===== src/rtl/sparse_win_loader_if.sv =====
// rtl/sparse_win_loader_if.sv - element stream in / assembled window out handshake bundle
//
// Ports (signals carried by the bundle):
//   in_data   [DATA_W]          streamed activation element (unsigned)
//   in_valid                    in_data valid this cycle
//   in_last                     beat closes the window early
//   in_ready                    loader can accept a beat
//   win_data  [WIN-1:0][DATA_W] assembled window, lane i = i-th accepted beat
//   win_cnt   [$clog2(WIN)+1]   real elements in win_data
//   win_valid                   win_data/win_cnt hold a complete window
//   win_ready                   downstream consumes the window this cycle
// Modports: slave = loader side, master = producer/consumer side.
interface sparse_win_loader_if #(
  parameter int DATA_W = 8,
  parameter int WIN    = 8
);
  localparam int CNT_W = $clog2(WIN) + 1;

  logic [DATA_W-1:0] in_data;
  logic              in_valid;
  logic              in_last;
  logic              in_ready;

  logic [DATA_W-1:0] win_data [WIN-1:0];
  logic [CNT_W-1:0]  win_cnt;
  logic              win_valid;
  logic              win_ready;

  modport slave (
    input  in_data, in_valid, in_last, win_ready,
    output in_ready, win_data, win_cnt, win_valid
  );

  modport master (
    output in_data, in_valid, in_last, win_ready,
    input  in_ready, win_data, win_cnt, win_valid
  );
endinterface


===== src/rtl/sparse_win_loader.sv =====
// rtl/sparse_win_loader.sv - ping-pong window assembler feeding a WIN-lane max tree
//
// Ports:
//   clk    input  single clock, all state on rising edge
//   reset  input  synchronous active-low reset
//   bus    slave  sparse_win_loader_if (in_* element stream, win_* window output)
// Two banks alternate: one fills from the stream while the other is presented
// downstream, so windows flow at one element per cycle with no boundary bubble.
module sparse_win_loader #(
  parameter int DATA_W = 8,
  parameter int WIN    = 8
) (
  input  logic               clk,
  input  logic               reset,
  sparse_win_loader_if.slave bus
);
  localparam int PTR_W = $clog2(WIN);
  localparam int CNT_W = PTR_W + 1;

  logic [DATA_W-1:0] bank_data [2][WIN];
  logic [CNT_W-1:0]  bank_cnt  [2];
  logic [1:0]        bank_full;
  logic              wr_sel;
  logic              rd_sel;
  logic [PTR_W-1:0]  wr_ptr;

  logic in_xfer;
  logic out_xfer;
  logic close_win;

  // in_ready depends only on registered state, never on in_valid.
  assign bus.in_ready  = !bank_full[wr_sel];
  assign in_xfer       = bus.in_valid && !bank_full[wr_sel];
  assign out_xfer      = bank_full[rd_sel] && bus.win_ready;
  // A last-lane beat with in_last set still closes just one window.
  assign close_win     = in_xfer && ((wr_ptr == PTR_W'(WIN - 1)) || bus.in_last);

  assign bus.win_valid = bank_full[rd_sel];
  assign bus.win_cnt   = bank_cnt[rd_sel];

  for (genvar g = 0; g < WIN; g++) begin : g_lane
    assign bus.win_data[g] = bank_data[rd_sel][g];
  end

  // Closing and draining in the same cycle always touch different banks: the
  // write bank is empty (it accepted a beat) and the read bank is full.
  always_ff @(posedge clk) begin
    if (!reset) begin
      bank_full <= '0;
      wr_ptr    <= '0;
      wr_sel    <= 1'b0;
      rd_sel    <= 1'b0;
      for (int b = 0; b < 2; b++) begin
        bank_cnt[b] <= '0;
        for (int i = 0; i < WIN; i++) begin
          bank_data[b][i] <= '0;
        end
      end
    end else begin
      if (in_xfer) begin
        for (int i = 0; i < WIN; i++) begin
          if (PTR_W'(i) == wr_ptr) begin
            bank_data[wr_sel][i] <= bus.in_data;
          end else if (close_win && (PTR_W'(i) > wr_ptr)) begin
            // Clear lanes left over from an older, longer window in this bank.
            bank_data[wr_sel][i] <= '0;
          end
        end
        if (close_win) begin
          bank_full[wr_sel] <= 1'b1;
          bank_cnt[wr_sel]  <= CNT_W'(wr_ptr) + CNT_W'(1);
          wr_ptr            <= '0;
          wr_sel            <= ~wr_sel;
        end else begin
          wr_ptr <= wr_ptr + PTR_W'(1);
        end
      end
      if (out_xfer) begin
        bank_full[rd_sel] <= 1'b0;
        rd_sel            <= ~rd_sel;
      end
    end
  end
endmodule


===== src/flat_wrapper.sv =====
// flat-port wrapper written by rule: the top's interface ports become plain ports
module sparse_win_loader_flat 
#(
  parameter int DATA_W = 8,
  parameter int WIN    = 8
)
  (clk, reset, bus_in_data, bus_in_valid, bus_in_last, bus_win_ready, bus_in_ready, bus_win_data, bus_win_cnt, bus_win_valid);
  sparse_win_loader_if #(.DATA_W(DATA_W), .WIN(WIN)) bus_i ();
  input  logic clk;
  input  logic reset;
  input wire logic [$bits(bus_i.in_data)-1:0] bus_in_data;
  input wire logic [$bits(bus_i.in_valid)-1:0] bus_in_valid;
  input wire logic [$bits(bus_i.in_last)-1:0] bus_in_last;
  input wire logic [$bits(bus_i.win_ready)-1:0] bus_win_ready;
  output wire logic [$bits(bus_i.in_ready)-1:0] bus_in_ready;
  output wire logic [$bits(bus_i.win_data)-1:0] bus_win_data;
  output wire logic [$bits(bus_i.win_cnt)-1:0] bus_win_cnt;
  output wire logic [$bits(bus_i.win_valid)-1:0] bus_win_valid;
  assign bus_i.in_data = bus_in_data;
  assign bus_i.in_valid = bus_in_valid;
  assign bus_i.in_last = bus_in_last;
  assign bus_i.win_ready = bus_win_ready;
  assign bus_in_ready = bus_i.in_ready;
  assign bus_win_data = {>>{bus_i.win_data}};
  assign bus_win_cnt = bus_i.win_cnt;
  assign bus_win_valid = bus_i.win_valid;
  sparse_win_loader #(.DATA_W(DATA_W), .WIN(WIN)) u_core (.clk(clk), .reset(reset), .bus(bus_i));
endmodule

===== config.mk =====
export PLATFORM = sky130hd
export DESIGN_NAME = sparse_win_loader_flat
export DESIGN_NICKNAME = d
export VERILOG_FILES = /design/src/rtl/sparse_win_loader_if.sv /design/src/rtl/sparse_win_loader.sv /design/src/flat_wrapper.sv
export SDC_FILE = /design/constraint.sdc
export NUM_CORES = 1
export LEC_CHECK = 0
export ABC_AREA = 1
export CORE_UTILIZATION = 30
export CTS_CLUSTER_DIAMETER = 40
export DETAILED_ROUTE_END_ITERATION = 8
export PLACE_DENSITY_LB_ADDON = 0.05
export SETUP_SLACK_MARGIN = 0.02
export SLEW_MARGIN = 20
export SYNTH_ARGS = -nofsm -noshare
export SYNTH_HDL_FRONTEND = slang
export SYNTH_SLANG_ARGS = --single-unit

===== constraint.sdc =====
create_clock -name clk -period 2.9 [get_ports clk]
set_clock_uncertainty 0.15 [all_clocks]
set_input_delay 0.58 -clock clk [delete_from_list [all_inputs] [get_ports clk]]
set_output_delay 0.58 -clock clk [all_outputs]
set_load 0.02 [all_outputs]

==> results_tabular.tex, run 1 <==
\begin{tabular}{lr}
\hline
Metric & Value \\
\hline
\multicolumn{2}{l}{\textbf{Timing}} \\
\quad Unrepaired setup endpoints after global routing & no \\
\quad Setup-violating endpoint count in the final report & 0 \\
\quad Max-slew headroom at the worst pin & 0.507 \\
\quad Least-Margin Pin Slew & between 0.7 and 0.8 ns \\
\quad Share of the cycle needed by the critical path after routing & 0.965 \\
\quad Count of final max-slew check failures & 0 \\
\quad Maximum frequency from static timing analysis & about 360 MHz \\
\quad Hold Violations, Final & 0 \\
\quad Final worst path period need & around 2.8 ns \\
\multicolumn{2}{l}{\textbf{Synthesis}} \\
\quad Net Count, Synth & about 620 \\
\quad Most common flop cell mapped by yosys & edfxtp\_1 \\
\quad Fraction of synthesized cell area taken by the top area cell type & 0.599 \\
\quad Total of flip-flops plus latches after synthesis & 144 \\
\quad Cells after Synth & $\sim$600 \\
\quad Library cell with the highest instance count after synthesis & edfxtp\_1 \\
\quad Yosys synthesis warning count & 0 \\
\quad Synth Area per Inst & 11.3 µm² \\
\quad Commonest cells in the synthesized netlist & edfxtp\_1 (136), nor2\_1 (119), inv\_1 (73), mux2\_2 (68), nand3\_1 (62) \\
\quad Biggest area consumer among synthesized cells & edfxtp\_1 \\
\quad Main area contributors after synthesis & edfxtp\_1 (60\%), mux2\_2 (11\%), nor2\_1 (6.6\%) \\
\quad Fraction of the yosys area taken by sequential cells & 0.623 \\
\quad Cell area after synthesis & between 6000 and 7000 µm² \\
\quad EDFF count, synth & approximately 140 \\
\quad Synth unique cells & 30 \\
\quad Ys async rst share & 0 \\
\multicolumn{2}{l}{\textbf{Worst setup path}} \\
\quad Worst stage delay on the critical path & roughly 0.59 ns \\
\quad Startpoint kind of the worst setup timing path & register \\
\quad Arrival time reported for the critical path endpoint & $\sim$2.1 ns \\
\quad Critical path's top delay family & buffers and inverters \\
\quad CP Depth & 3 \\
\quad Cells on worst reg2reg path & 15 \\
\quad Critical-path top delay cell & clkdlybuf4s50\_1 \\
\quad List of cells traversed by the critical path & buf\_12 > mux2\_2 > clkdlybuf4s50\_1 \\
\quad Worst flop-to-flop path startpoint & u\_core.wr\_ptr[1] \\
\quad Crit path buf inv count & 2 \\
\quad Kind of critical path & register to output pin \\
\quad Critical Path Sink Type & output pin \\
\quad Crit path required time & around 2.2 ns \\
\quad Largest fanout on the critical path & 47 \\
\multicolumn{2}{l}{\textbf{Worst hold path}} \\
\quad Worst hold path class & register to register \\
\quad Source of the worst hold timing path & u\_core.bank\_full[1] \\
\quad Cell count of the worst hold path & 2 \\
\multicolumn{2}{l}{\textbf{Finish}} \\
\quad Non-Filler Cell Area, Final & 9020 µm² \\
\quad Core Util, Final & 0.410 \\
\quad Post-layout net count & approximately 750 \\
\quad Antenna fix cells & 0 \\
\quad Share of layout cells above drive strength 1 & 0.252 \\
\quad Total of fill cells in the finished design & $\sim$2100 \\
\quad Area delta synth->final & 32.4\% \\
\multicolumn{2}{l}{\textbf{Placed design}} \\
\quad Count of port buffers added during placement & 82 \\
\quad Detailed Place HPWL & between 10000 and 15000 µm \\
\quad Gpl congestion & 0.808 \\
\quad Total cell area at the placement stage & 8400 µm² \\
\multicolumn{2}{l}{\textbf{CTS}} \\
\quad Root buffer cell & clkbuf\_16 \\
\quad CTS H-Tree Depth & 4 \\
\quad Total clock buffers created by CTS & 17 \\
\quad CTS tree & done \\
\quad Latest clock arrival within the worst-skew pair & $\sim$0.42 ns \\
\quad Number of buffers added to fix hold violations after cts & 0 \\
\quad Clk buf depth & 2 \\
\quad Number of clock sinks & about 140 \\
\quad Clock transition at the register clock pins on the worst setup and hold paths after CTS & around 0.06 ns \\
\multicolumn{2}{l}{\textbf{Detailed routing}} \\
\quad Vias after detailed routing & roughly 4700 \\
\quad Violation count after the first detailed-route iteration & 213 \\
\quad Post-DR vias/cell & 4.57 \\
\quad DRC violation count after routing & 0 \\
\quad 1st-pass router iterations & 6 \\
\quad Wire length per cell & about 17 µm \\
\quad Number of nets with antenna violations after routing & 0 \\
\quad Total length of routed wires & around 17000 µm \\
\multicolumn{2}{l}{\textbf{GRT}} \\
\quad M3 GR Usage & 0.0370 \\
\quad Number of antenna violations at the first check in global routing & 0 \\
\quad Met1 GRT Util & 0.202 \\
\quad Global-route wire length before repair & roughly 28000 µm \\
\quad Largest net degree at the start of global routing & 48 \\
\quad Global-route congestion overflow total & 0 \\
\quad Met2 usage in global routing & 0.264 \\
\quad Via count of the first global-routing pass & between 4000 and 5000 \\
\quad Layer carrying the most global-route usage & met2 \\
\quad Overall routing resource usage & 0.159 \\
\multicolumn{2}{l}{\textbf{Floorplan}} \\
\quad Die Span Y & 153 µm \\
\quad Count of standard-cell rows & 54 \\
\quad Horizontal extent of the die & roughly 150 µm \\
\quad Die area & approximately 23000 µm² \\
\quad Number of top-level pins & 83 \\
\quad Core ar. & around 22000 µm² \\
\quad Initial core utilization & 0.309 \\
\multicolumn{2}{l}{\textbf{Power}} \\
\quad Worst supply voltage drop on vdd & 377 µV \\
\quad Overall power of the completed layout & around 5.9 mW \\
\quad Power per cell area & around 660 nW/µm² \\
\quad Leakage power total & 3.73 nW \\
\multicolumn{2}{l}{\textbf{Run status}} \\
\quad Result of the run & completed \\
\multicolumn{2}{l}{\textbf{Run}} \\
\quad Max\_cap viols & 0 \\
\hline
\end{tabular}
[cell families after synthesis]
family / Yosys count / synth area share
AO/OA/AOI/OAI: 14 / 0.0123
adder cells (fa/ha/maj): 4 / 0.00735
buffers and inverters: 107 / 0.0639
flip-flops: 144 / 0.623
multiplexers: 68 / 0.112
AND/OR/NAND/NOR: 265 / 0.181
[placed cells by master (no fill, tap or decap), types with 6 or more instances in the layout]
master	synthesis	routed
dfxtp_1	8	6
clkdlybuf4s50_1	0	82
nand3_1	62	62
mux2_2	68	68
clkbuf_16	0	17
buf_4	5	51
nor2_1	119	117
nor3_1	11	11
buf_12	0	8
nand2_1	50	49
edfxtp_1	136	136
a21oi_1	6	6
inv_1	73	73
[worst paths after layout]
check                             to  slack (ns)
min reg2reg      u_core.bank_full[1]        0.38
max reg2reg  u_core.bank_data[1][16]        0.31
min              u_core.bank_full[1]        0.38
max                  bus_win_data[6]        0.10
[metal layers]
layer | routed length, µm | up-vias
met4 | 306 | 0
met2 | 8600 | 82
met5 | 0 | -
met1 | 7870 | 2283
met3 | 596 | 14
li1 | - | 2314
[registers in the layout, indices dropped and copies added, names as in the netlist, named ones only]
register and cells:
u_core.wr_ptr 3, u_core.bank_full 2, u_core.rd_sel 1, u_core.wr_sel 1, u_core.bank_data 128, u_core.bank_cnt 8
[through the flow]
| stage | TNS (ns) | worst slack (ns) | hold WS, ns | cells |
|---|---|---|---|---|
| global placement | -4.31 | -0.0906 | 0.357 | 995 |
| detailed placement | -11.79 | -0.121 | 0.370 | 995 |
| CTS | 0 | 0.0608 | 0.379 | 1027 |
| floorplan | 0 | 0.256 | 0.325 | 602 |
| global route | 0 | 0.0438 | 0.408 | 1027 |
| finish | 0 | 0.101 | 0.377 | 1027 |
[worst reg2reg max path, stage by stage (launching register included)]
cell and delay [ns]:
dfxtp_2 0.35, ha_1 0.19, ha_1 0.23, inv_1 0.08
nand2_2 0.10, nand4_4 0.13, nor2_1 0.07, nor2_1 0.14
nand2_1 0.08, nor2_2 0.14, nand2_4 0.07, nand2_1 0.05
nand2_1 0.08, buf_4 0.15, nor2_1 0.09, buf_4 0.20
[area by class of cell]
cell class | count | area (µm²) | share of cell area
Multi-Input combinational cell | 351 | 2160 | 0.239
Tap cell | 280 | 350 | 0.0388
Inverter | 76 | 285 | 0.0316
Sequential cell | 144 | 4250 | 0.471
Clock inverter | 14 | 155 | 0.0172
Clock buffer | 18 | 429 | 0.0476
Timing Repair Buffer | 144 | 1400 | 0.155
[power breakdown]
part / internal, mW / switching (mW)
Combinational: 0.483 / 0.687
Clock: 1.28 / 0.903
Sequential: 2.54 / 0.0539
[repair_timing]
item	CTS	global route
buffers inserted	0	0
endpoints found under the setup margin	0	109
gates resized for setup	0	9
(Power assumes the default switching activity.)
==> run 2, diff against run 1 <==
--- a/config.mk
+++ b/config.mk
@@ -6,12 +6,13 @@
 export NUM_CORES = 1
 export LEC_CHECK = 0
 export ABC_AREA = 1
+export CORE_MARGIN = 5
 export CORE_UTILIZATION = 30
 export CTS_CLUSTER_DIAMETER = 40
 export DETAILED_ROUTE_END_ITERATION = 8
 export PLACE_DENSITY_LB_ADDON = 0.05
 export SETUP_SLACK_MARGIN = 0.02
-export SLEW_MARGIN = 20
+export SKIP_CTS_REPAIR_TIMING = 1
 export SYNTH_ARGS = -nofsm -noshare
 export SYNTH_HDL_FRONTEND = slang
 export SYNTH_SLANG_ARGS = --single-unit
==> run 2 against run 1 <==
Effect of this change: clock power barely moved; first-iteration DRC count rose by 75%; cell area rose by 0.50%; critical endpoint is now bus_win_data[51]; via count rose by 0.32%; maximum frequency rose by 0.37%.
==> results_tabular.tex, run 2 (synthesis results as in run 1) <==
\begin{tabular}{lr}
\hline
Metric & Value \\
\hline
\multicolumn{2}{l}{\textbf{Power}} \\
\quad Worst supply voltage drop on vdd & 383 µV (+1.7\%) \\
\quad Overall power of the completed layout & 5.94 mW (-0.14\%) \\
\quad Power per cell area & 655 nW/µm² (-0.64\%) \\
\quad Leakage power total & 3.76 nW (+0.67\%) \\
\multicolumn{2}{l}{\textbf{Finish}} \\
\quad Largest registers in the final layout & u\_core.bank\_data x128, u\_core.bank\_cnt x8, u\_core.wr\_ptr x3 \\
\quad Share of layout cells above drive strength 1 & 0.247 (-0.00468) \\
\quad Top library cells by usage in the layout, fill and taps aside & edfxtp\_1 (136), nor2\_1 (117), clkdlybuf4s50\_1 (81) \\
\quad Max reg flops & 128 (unchanged) \\
\quad Non-Filler Cell Area, Final & 9060 µm² (+0.50\%) \\
\quad Total of fill cells in the finished design & 2145 (+0.37\%) \\
\quad Area delta synth->final & 33.0\% \\
\quad Post-layout net count & 755 (+0.53\%) \\
\quad Core Util, Final & 0.403 (-0.00667) \\
\quad Largest reg by FF count & u\_core.bank\_data \\
\quad Antenna fix cells & 0 (unchanged) \\
\quad Leading cell type in the layout, fill and taps excluded & edfxtp\_1 \\
\multicolumn{2}{l}{\textbf{Timing}} \\
\quad Max-slew headroom at the worst pin & 0.530 (+0.0230) \\
\quad Final worst path period need & 2.79 ns (-0.0102 ns) \\
\quad Worst slack on hold paths & 0.368 ns (-0.00903 ns) \\
\quad Share of the cycle needed by the critical path after routing & 0.962 (-0.00351) \\
\quad Hold Violations, Final & 0 (unchanged) \\
\quad Least-Margin Pin Slew & 0.703 ns (-0.0344 ns) \\
\quad Setup-violating endpoint count in the final report & 0 (unchanged) \\
\quad Sum Neg Setup Slack & 0 ns (unchanged) \\
\quad Maximum frequency from static timing analysis & 359 MHz (+0.37\%) \\
\quad Unrepaired setup endpoints after global routing & yes \\
\quad Count of final max-slew check failures & 0 (unchanged) \\
\multicolumn{2}{l}{\textbf{GRT}} \\
\quad Largest net degree at the start of global routing & 69 (+44\%) \\
\quad Number of antenna violations at the first check in global routing & 0 (unchanged) \\
\quad Global-route congestion overflow total & 0 (unchanged) \\
\quad Global-route wire length before repair & 27600 µm (-0.62\%) \\
\quad Overall routing resource usage & 0.139 (-0.0197) \\
\quad Via count of the first global-routing pass & 4912 (-0.47\%) \\
\multicolumn{2}{l}{\textbf{Detailed routing}} \\
\quad Number of nets with antenna violations after routing & 0 (unchanged) \\
\quad Post-DR vias/cell & 4.55 (-0.36\%) \\
\quad 1st-pass router iterations & 5 (-1) \\
\quad Wire length per cell & 17.1 µm (+1.1\%) \\
\quad Violation count after the first detailed-route iteration & 373 (+75\%) \\
\quad DRC violation count after routing & 0 (unchanged) \\
\quad Met1 Routed Length & 7700 µm (-2.2\%) \\
\quad Total length of routed wires & 17700 µm (+1.8\%) \\
\quad Highest metal used & met4 \\
\quad Met3 wire length & 944 µm (+58\%) \\
\quad Amount of wire on met2 after detailed routing & 8760 µm (+1.8\%) \\
\quad Vias after detailed routing & 4708 (+0.32\%) \\
\multicolumn{2}{l}{\textbf{CTS}} \\
\quad CTS H-Tree Depth & 4 (unchanged) \\
\quad Clock transition at the register clock pins on the worst setup and hold paths after CTS & 0.06 ns (about the same) \\
\quad Clk buf depth & 2 (unchanged) \\
\quad Root buffer cell & clkbuf\_16 \\
\quad Number of clock sinks & 144 (unchanged) \\
\quad Latest clock arrival within the worst-skew pair & 0.41 ns (about the same) \\
\quad Total clock buffers created by CTS & 17 (unchanged) \\
\quad CTS tree & done \\
\multicolumn{2}{l}{\textbf{Placed design}} \\
\quad Count of port buffers added during placement & 82 (unchanged) \\
\quad Gpl congestion & 0.826 (+2.3\%) \\
\quad Detailed Place HPWL & 12100 µm (+0.25\%) \\
\quad Total cell area at the placement stage & 8440 µm² (+0.49\%) \\
\multicolumn{2}{l}{\textbf{Floorplan}} \\
\quad Die Span Y & 161 µm (+5.2\%) \\
\quad Die area & 25800 µm² (+11\%) \\
\quad Horizontal extent of the die & 161 µm (+5.2\%) \\
\quad Count of standard-cell rows & 55 (+1.9\%) \\
\quad Initial core utilization & 0.303 (-0.00655) \\
\quad Core ar. & 22500 µm² (+2.2\%) \\
\quad Number of top-level pins & 83 (unchanged) \\
\multicolumn{2}{l}{\textbf{Worst setup path}} \\
\quad Largest fanout on the critical path & 34 (-28\%) \\
\quad Critical Path Sink Type & output pin \\
\quad Startpoint kind of the worst setup timing path & register \\
\quad Crit path required time & 2.17 ns (about the same) \\
\quad Arrival time reported for the critical path endpoint & 2.06 ns (about the same) \\
\quad Kind of critical path & register to output pin \\
\multicolumn{2}{l}{\textbf{Run status}} \\
\quad Result of the run & completed \\
\multicolumn{2}{l}{\textbf{Worst hold path}} \\
\quad Worst hold path class & register to register \\
\multicolumn{2}{l}{\textbf{Run}} \\
\quad Max\_cap viols & 0 (unchanged) \\
\hline
\end{tabular}
## run 2: changes by cell type in the layout (fill, tap and decap cells not counted), moves of 2 or more
| cell | change |
|---|---|
| buf_4 | +3 |
| clkinv_4 | -3 |
| clkinvlp_4 | +3 |
| inv_6 | -3 |
| clkinv_1 | +2 |
| clkinv_2 | -2 |
## run 2: stage by stage
stage	std cells	worst slack, ns
CTS	1033	0.0176
finish	1034	0.111
floorplan	602	0.256
global placement	1003	-0.183
global route	1034	0.0173
detailed placement	1003	-0.223
## run 2: worst max-delay path, cell delays in order, from the launching register on
cell             delay [ns]
dfxtp_2                0.43
clkbuf_16              0.29
mux2_2                 0.36
clkdlybuf4s50_1        0.54
## run 2: area by class of cell
| type | count | area, µm² | area share |
|---|---|---|---|
| multi-input cells | 351 | 2140 | 0.236 |
| well taps | 285 | 357 | 0.0393 |
| inverters | 76 | 285 | 0.0315 |
| clock buffers | 19 | 433 | 0.0478 |
| repair buffers | 148 | 1460 | 0.161 |
| clock inverters | 11 | 141 | 0.0156 |
| flip-flops and latches | 144 | 4250 | 0.468 |
## run 2: path summary, 6_finish.rpt
check                                         start                      end  slack (ns)  cells past startpoint
worst min register to register  u_core.bank_full[1]      u_core.bank_full[1]        0.37                      2
worst max-delay path                       register         bus_win_data[51]        0.11                      3
worst max register to register     u_core.wr_ptr[1]  u_core.bank_data[1][45]        0.25                     15
worst min-delay path            u_core.bank_full[1]      u_core.bank_full[1]        0.37                      2
## run 2: layer usage
metal,up-vias,track usage
met2,120,0.230
met4,0,0.0419
li1,2311,-
met1,2260,0.179
met5,-,0
met3,17,0.0382
## run 2: power by group
part	leakage (nW)	internal, mW	switching, mW
Sequential	1.44	2.54	0.0551
Combinational	2.05	0.488	0.685
Clock	0.266	1.34	0.833
==> RTL change (flow settings as in run 2) <==
`DATA_W` is set to 8 in 3 places; all go to 10.
--- a/src/rtl/sparse_win_loader_if.sv
+++ b/src/rtl/sparse_win_loader_if.sv
@@ -12,5 +12,5 @@
 // Modports: slave = loader side, master = producer/consumer side.
 interface sparse_win_loader_if #(
-  parameter int DATA_W = 8,
+  parameter int DATA_W = 10,
   parameter int WIN    = 8
 );
--- a/src/rtl/sparse_win_loader.sv
+++ b/src/rtl/sparse_win_loader.sv
@@ -8,5 +8,5 @@
 // downstream, so windows flow at one element per cycle with no boundary bubble.
 module sparse_win_loader #(
-  parameter int DATA_W = 8,
+  parameter int DATA_W = 10,
   parameter int WIN    = 8
 ) (
--- a/src/flat_wrapper.sv
+++ b/src/flat_wrapper.sv
@@ -2,5 +2,5 @@
 module sparse_win_loader_flat 
 #(
-  parameter int DATA_W = 8,
+  parameter int DATA_W = 10,
   parameter int WIN    = 8
 )
Interface: changed (resized bus_in_data and bus_win_data); port bits go from 83 to 101. No check against the original RTL was run, so the function may have changed too.
==> RTL change against run 2 <==
- sequential share of layout area up 0.12 points
- cell count up 22%
- design area rose by 22%
- global-route usage down 0.29 points
- largest power group unchanged
- critical endpoint is now bus_win_data[64]
- combinational power increased by 26%
- sequential cell count is 32 higher
- synthesized area increased by 27%
- via count grew 18%
- critical path type unchanged
- power grew 16%
- setup slack better by 0.029 ns
- routed wire length up 23%
==> RTL change: results (changes against run 2) <==
stage	metric	value	unit	change
worst_setup_path	cp_max_fo	36		was 34
synthesis	ys_seq_area_share	60.2	%	was 62.3%
grt	met2_usage	23.5	%	was 23.0%
grt	grt_util_met1	17.5	%	was 17.9%
synthesis	synth_top_cells_by_count	edfxtp_1, nor2_1, mux2_2, inv_1, nand3_2		was edfxtp_1, nor2_1, inv_1, mux2_2, nand3_1
synthesis	synth_fa_ha_area_share	0.579	%	was 0.734%
synthesis	muxShareOfSynthArea	10.9	%	was 11.2%
power	p_comb_share	21.4	%	was 19.8%
drt	num_vias	5535		was 4,708
grt	use_met3	2.61	%	was 3.82%
place	hpwl	15300	µm	was 12,100 µm
grt	grt_pass1_vias	5899		was 4,912
drt	route.met3.wl	854	µm	was 944 µm
sta	period_needed	2.76	ns	was 2.79 ns
place	place_area	10500	µm²	was 8440 µm²
synthesis	syn_nets	733		was 619
synthesis	synth_edf_count	168		was 136
power	p_int	4.91	mW	was 4.37 mW
synthesis	synth_cell_types	32		was 30
finish	finish.net_count	881		was 755
status	outcome	finished clean		unchanged
drt	drt_iter0_drc	262		was 373
drt	routedLengthMet1	9890	µm	was 7700 µm
place	post-place-ws	-0.0572	ns	was -0.223 ns
place	io_buffers	100		was 82
grt	grt_use_total	13.6	%	was 13.9%
worst_setup_path	crit_arrival	2.03	ns	was 2.06 ns
sta	worst-slew-pin-transition	0.485	ns	was 0.703 ns
grt	grt_max_degree	37		was 69
synthesis	synth_area_leaders	edfxtp_1, mux2_2, nand3_2		was edfxtp_1, mux2_2, nor2_1
-- RTL change: cell type report --
| type | instances | area (µm²) |
|---|---|---|
| tap | 384 | 480 |
| inverter | 88 | 330 |
| clock buffer | 18 | 429 |
| fill | 2811 | 17500 |
| sequential | 176 | 5210 |
| timing repair buffer | 176 | 1700 |
| clock inverter | 13 | 128 |
| multi-input combinational | 403 | 2810 |
-- RTL change: worst reg2reg max path: cells and delay by family (launching register included) --
family,cells,cell delay [ns]
DFF,1,0.36
buffers and inverters,3,0.40
and+or+nand+nor,10,1.02
adders and majority gates,2,0.44
-- RTL change: through the flow --
stage | instances | power, mW | util, %
floorplan | 714 | 4.12 | -
global placement | 1225 | 4.71 | 36.8
detailed placement | 1225 | 4.73 | 36.8
CTS | 1256 | 6.97 | 38.8
global route | 1258 | 7.19 | 38.9
finish | 1258 | 6.87 | 38.9
